==> config.mk <==
export PLATFORM = sky130hd
export DESIGN_NAME = uart_tx_arbiter
export DESIGN_NICKNAME = d
export VERILOG_FILES = /design/src/rtl/uart_tx_arbiter.sv
export SDC_FILE = /design/constraint.sdc
export NUM_CORES = 1
export LEC_CHECK = 0
export CORE_MARGIN = 2
export CORE_UTILIZATION = 39
export CTS_CLUSTER_DIAMETER = 50
export CTS_CLUSTER_SIZE = 24
export DETAILED_ROUTE_END_ITERATION = 8
export PLACE_DENSITY = 0.76
export SETUP_SLACK_MARGIN = 0.4
export SLEW_MARGIN = 15
export SYNTH_ARGS = -nofsm -noshare
export SYNTH_HDL_FRONTEND = slang
export SYNTH_SLANG_ARGS = --single-unit
export TNS_END_PERCENT = 50
==> constraint.sdc <==
create_clock -name i_clk -period 1.5 [get_ports i_clk]
set_input_delay 0.15 -clock i_clk [delete_from_list [all_inputs] [get_ports i_clk]]
set_output_delay 0.15 -clock i_clk [all_outputs]
set_load 0.02 [all_outputs]
==> src/rtl/uart_tx_arbiter.sv <==
// Round-robin arbiter sharing one UART sender between NREQ byte producers.
// Define UART_TX_ARB_LOCK_EN to keep the grant on one requester until its packet ends.
module uart_tx_arbiter #(
    parameter int NREQ         = 4,
    parameter int BUSY_WAIT    = 4,
    parameter int LOCK_TIMEOUT = 1000000
) (
    input  logic              i_clk,
    input  logic              i_rst_n,
    input  logic [NREQ-1:0]   i_req,
    input  logic [NREQ*8-1:0] i_data,
    input  logic [NREQ-1:0]   i_last,
    output logic [NREQ-1:0]   o_ack,
    output logic [NREQ-1:0]   o_grant,
    output logic [7:0]        o_tx_data,
    output logic              o_tx_start,
    input  logic              i_tx_busy,
    output logic              o_idle,
    output logic              o_err
);
    localparam int IW = (NREQ > 1) ? $clog2(NREQ) : 1;
    localparam int WW = $clog2(BUSY_WAIT + 1);

    typedef enum logic [1:0] {S_IDLE, S_LOAD, S_WAIT_HI, S_WAIT_LO} state_t;

    state_t          r_state;
    logic [IW-1:0]   r_ptr;
    logic [IW-1:0]   r_owner;
    logic [NREQ-1:0] r_grant;
    logic [NREQ-1:0] r_ack;
    logic [7:0]      r_tx_data;
    logic            r_tx_start;
    logic            r_err;
    logic [WW-1:0]   r_wait_cnt;

    logic [7:0]      w_data_arr [NREQ];
    logic [NREQ-1:0] w_elig;
    logic [NREQ-1:0] w_onehot;
    logic [IW-1:0]   w_win;
    logic [IW-1:0]   w_idx;
    logic            w_found;
    logic            w_hold;

    genvar gi;
    generate
        for (gi = 0; gi < NREQ; gi++) begin : g_unpack
            assign w_data_arr[gi] = i_data[8*gi +: 8];
        end
    endgenerate

`ifdef UART_TX_ARB_LOCK_EN
    localparam int LW = $clog2(LOCK_TIMEOUT + 1);
    logic          r_locked;
    logic [LW-1:0] r_lock_cnt;

    // While locked, r_grant is the owner's one-hot, so it doubles as the eligibility mask.
    assign w_elig = r_locked ? (i_req & r_grant) : i_req;
    assign w_hold = r_locked;
`else
    logic w_unused_lock;
    assign w_unused_lock = ^i_last ^ LOCK_TIMEOUT[0];
    assign w_elig        = i_req;
    assign w_hold        = 1'b0;
`endif

    // Scan downward so the nearest eligible requester after r_ptr is written last and wins.
    always_comb begin
        w_found = 1'b0;
        w_win   = '0;
        w_idx   = '0;
        for (int k = NREQ; k >= 1; k--) begin
            w_idx = IW'((int'(r_ptr) + k) % NREQ);
            if (w_elig[w_idx]) begin
                w_found = 1'b1;
                w_win   = w_idx;
            end
        end
    end

    assign w_onehot = {{(NREQ-1){1'b0}}, 1'b1} << w_win;

    always_ff @(posedge i_clk) begin
        if (!i_rst_n) begin
            r_state    <= S_IDLE;
            r_ptr      <= IW'(NREQ - 1);
            r_owner    <= '0;
            r_grant    <= '0;
            r_ack      <= '0;
            r_tx_data  <= '0;
            r_tx_start <= 1'b0;
            r_err      <= 1'b0;
            r_wait_cnt <= '0;
`ifdef UART_TX_ARB_LOCK_EN
            r_locked   <= 1'b0;
            r_lock_cnt <= '0;
`endif
        end else begin
            r_ack      <= '0;
            r_tx_start <= 1'b0;
            r_err      <= 1'b0;
            case (r_state)
                S_IDLE: begin
`ifdef UART_TX_ARB_LOCK_EN
                    if (r_locked && ((i_req & r_grant) == '0)) begin
                        if (r_lock_cnt == LW'(LOCK_TIMEOUT - 1)) begin
                            r_locked   <= 1'b0;
                            r_grant    <= '0;
                            r_lock_cnt <= '0;
                        end else begin
                            r_lock_cnt <= r_lock_cnt + LW'(1);
                        end
                    end else begin
                        r_lock_cnt <= '0;
                    end
`endif
                    // A busy sender here belongs to a foreign path; wait it out.
                    if (!i_tx_busy && w_found) begin
                        r_grant   <= w_onehot;
                        r_ack     <= w_onehot;
                        r_owner   <= w_win;
                        r_tx_data <= w_data_arr[w_win];
                        r_state   <= S_LOAD;
`ifdef UART_TX_ARB_LOCK_EN
                        r_locked  <= ~i_last[w_win];
`endif
                    end
                end
                S_LOAD: begin
                    r_tx_start <= 1'b1;
                    r_wait_cnt <= '0;
                    r_state    <= S_WAIT_HI;
                end
                S_WAIT_HI: begin
                    if (i_tx_busy) begin
                        r_state <= S_WAIT_LO;
                    end else if (r_wait_cnt == WW'(BUSY_WAIT - 1)) begin
                        r_err   <= 1'b1;
                        r_grant <= '0;
                        r_state <= S_IDLE;
`ifdef UART_TX_ARB_LOCK_EN
                        r_locked <= 1'b0;
`endif
                    end else begin
                        r_wait_cnt <= r_wait_cnt + WW'(1);
                    end
                end
                S_WAIT_LO: begin
                    // Pointer only moves on a completed frame, never on an abort.
                    if (!i_tx_busy) begin
                        r_ptr   <= r_owner;
                        r_state <= S_IDLE;
                        if (!w_hold) begin
                            r_grant <= '0;
                        end
                    end
                end
                default: r_state <= S_IDLE;
            endcase
        end
    end

    assign o_ack      = r_ack;
    assign o_grant    = r_grant;
    assign o_tx_data  = r_tx_data;
    assign o_tx_start = r_tx_start;
    assign o_err      = r_err;
    assign o_idle     = (r_state == S_IDLE);

endmodule

==> impl_metrics.env, run 1 <==
export IMPL_yosys_cell_types_count=37
export IMPL_drt_pass1_iter_count=4
export IMPL_antenna_found_initial=0
export IMPL_vias=1603
export IMPL_layout_drive_gt1_share_pct=37.8
export IMPL_synth_area_leader_cell="dfxtp_1"
export IMPL_antenna_cells=0
export IMPL_start_util_pct=41.5
export IMPL_avgSynthCellArea_um2=8.98
export IMPL_synth_edff_count=0
export IMPL_die_w_um=67.1
export IMPL_max_freq_mhz=594
export IMPL_grt_pass1_vias=1671
export IMPL_grt_ovfl_total=0
export IMPL_synth_ff_type="dfxtp_1"
export IMPL_final_area_um2=2630
export IMPL_drc=0
export IMPL_worst_path_dominant_cell_family="multiplexers"
export IMPL_place_area_um2=2300
export IMPL_cp_endpoint="o_tx_data[4]"
export IMPL_slowest_delay_ps=410
export IMPL_gp_congestion=0.797
export IMPL_clk_path_buf_depth=2
export IMPL_pre_cts_ws_ps=-428
export IMPL_critPathBufInv=2
export IMPL_hold_path_class="reg2reg"
export IMPL_cap_violations=0
export IMPL_crit_path_start_kind="register"
export IMPL_cts_buffers=3
export IMPL_nets=304
export IMPL_clock_skew_final_ps=1.87
export IMPL_outcome="complete, but fails checks"
export IMPL_wl_um=5300
export IMPL_final_cell_mix="clkdlybuf4s50_1 (33), dfxtp_1 (23), buf_4 (18)"
export IMPL_routedWlPerCell_um=17.5
export IMPL_whs_ps=488
export IMPL_syn_num_nets=222
export IMPL_reg2reg_slack_ps=-180
export IMPL_async_reset_ff_share_pct=0
export IMPL_maxSlewHeadroom_pct=78.3
export IMPL_area_growth_pct=69.5
export IMPL_arrival_ps=1900
export IMPL_p_total_mw=2.45
export IMPL_ios=62
export IMPL_drv_slew=0
export IMPL_final_common_cell="clkdlybuf4s50_1"
export IMPL_critPathMaxFanout=7
export IMPL_hpwl_um=3060
export IMPL_reg2regPathDepth=7
export IMPL_clk_pin_slew_ps=100
export IMPL_synth_cells=173
export IMPL_path_depth=7
export IMPL_setup_ws_ps=-183
export IMPL_vias_per_cell=5.31
export IMPL_setup_tns_ps=-2070
export IMPL_p_per_area_nw_per_um2=931
export IMPL_insertion_delay_ps=280
export IMPL_hold_viol=0
export IMPL_io_buffer_count=57
export IMPL_finalSetupViolCount=15
export IMPL_synth_area_top_cells="dfxtp_1 (35%), mux2i_1 (7.1%), nand3_1 (6.1%), ha_1 (4.8%), o211ai_2 (4.8%)"
export IMPL_cp_required_ps=1720
export IMPL_grt_max_degree=20
export IMPL_ys_seq_elements=27
export IMPL_regToRegEndpoint="o_tx_data[4]"
export IMPL_endpoint_kind="register"
export IMPL_yosysWarnings=0
export IMPL_cts_tree="built"
export IMPL_drtIter0Drc=97
export IMPL_grt_pass1_wl_um=7770
export IMPL_syn_cell_area_um2=1550
export IMPL_hold_depth=2
export IMPL_worst_slew_pin_slew_ps=322
export IMPL_cts_sinks=27
export IMPL_track_usage_pct=23.3
export IMPL_crit_start="r_ptr[1]"
export IMPL_path_cells="mux2i_2 > o22ai_2 > a21oi_2 > buf_6 > clkbuf_16 > mux2_4 > o211ai_2"
export IMPL_h_tree_depth=1
export IMPL_ant_nets=0
export IMPL_root_buffer="clkbuf_8"
export IMPL_synth_seq_area_share_pct=34.8
export IMPL_row_count=22
export IMPL_synth_top_area_share_pct=34.8
export IMPL_die_h_um=67.1
export IMPL_violations="setup timing"
export IMPL_utilization_pct=70.3
export IMPL_vdd_ir_drop_max_mv=0.506
export IMPL_dieArea_um2=4500
export IMPL_post_route_period_util_pct=112
export IMPL_p_leak_nw=1.11
export IMPL_place_inst=287
export IMPL_r2r_start="r_ptr[1]"
export IMPL_coreArea_um2=3740
export IMPL_min_period_ps=1680
export IMPL_cp_slowest_cell="dfxtp_4"
export IMPL_rsz0062_at_grt="yes"
export IMPL_crit_type="reg2reg"
export IMPL_final_cells=302
export IMPL_cts_hold_buf=0
==> synth_stat cells (all sizes together), types with 3 or more instances <==
cell type and count:
dfxtp 27, mux2i 11, ha 6, nand2b 3, nand2 14, and2 10, inv 12, o211ai 7
nand3 19, nor2b 4, buf 6, a21oi 6, o22ai 5, nor2 9, o21ai 9, mux2 7
==> registers in the layout, indices dropped and copies added (netlist names), 2 cells and up <==
name        flops
r_state         2
r_owner         2
o_ack           4
r_wait_cnt      3
r_ptr           2
o_grant         4
o_tx_data       8
==> layer usage <==
metal,GRT usage [%],share of wire (%)
met3,2.87,4.8
met5,0,0
met1,27.5,42
met4,14.0,3.6
met2,39.9,50
==> how the worst min path moves through the flow <==
stage	from	to	slack, ps
after floorplan	i_rst_n	o_grant[0]	270
after global placement	o_tx_data[7]	o_tx_data[7]	440
after detailed placement	o_tx_data[1]	o_tx_data[1]	460
after CTS	o_tx_data[2]	o_tx_data[2]	490
after global routing	o_tx_data[4]	o_tx_data[4]	520
final	o_tx_data[7]	o_tx_data[7]	490
==> worst register-to-register path: cells and delay by family, from the launching register on <==
| family | cells | cell delay, ps |
|---|---|---|
| muxes | 2 | 550 |
| buffers and inverters | 2 | 320 |
| DFF | 1 | 410 |
| AOI/OAI and AO/OA | 3 | 340 |
==> cells by family (layout without fill, tap and decap cells) <==
| kind of cell | Yosys count | after routing | share of synthesized area, % |
|---|---|---|---|
| AOI/OAI and AO/OA | 34 | 34 | 16.8 |
| buffers and inverters | 20 | 99 | 8.06 |
| and+or+nand+nor | 68 | 70 | 23.4 |
| DFF | 27 | 27 | 34.8 |
| muxes | 18 | 18 | 12.2 |
| adders and majority gates | 6 | 6 | 4.83 |
==> power breakdown <==
| part | total (mW) | switching [mW] | internal [mW] |
|---|---|---|---|
| combinational | 1.14 | 0.558 | 0.585 |
| clock | 0.447 | 0.257 | 0.190 |
| sequential | 0.862 | 0.0625 | 0.799 |
| total | 2.45 | 0.877 | 1.57 |
==> timing repair <==
item,in CTS,in global routing
resized for setup,84,28
pin swaps,21,9
setup buffers,6,1
gates cloned,2,2
setup endpoints to repair,42,38
==> cell type report <==
cell class / instances / area (um2)
multi-input combinational: 128 / 1120
fill: 272 / 1110
timing repair buffer: 83 / 805
sequential: 27 / 553
tap: 48 / 60.1
inverter: 12 / 50.0
clock buffer: 3 / 41.3
clock inverter: 1 / 7.51
(Power assumes the default switching activity.)
==> run 2, diff against run 1 <==
--- a/config.mk
+++ b/config.mk
@@ -7,7 +7,6 @@
 export LEC_CHECK = 0
 export CORE_MARGIN = 2
 export CORE_UTILIZATION = 39
-export CTS_CLUSTER_DIAMETER = 50
 export CTS_CLUSTER_SIZE = 24
 export DETAILED_ROUTE_END_ITERATION = 8
 export PLACE_DENSITY = 0.76
==> results of run 2 <==
No change in the layout: final DEF, timing and power equal those of run 1.
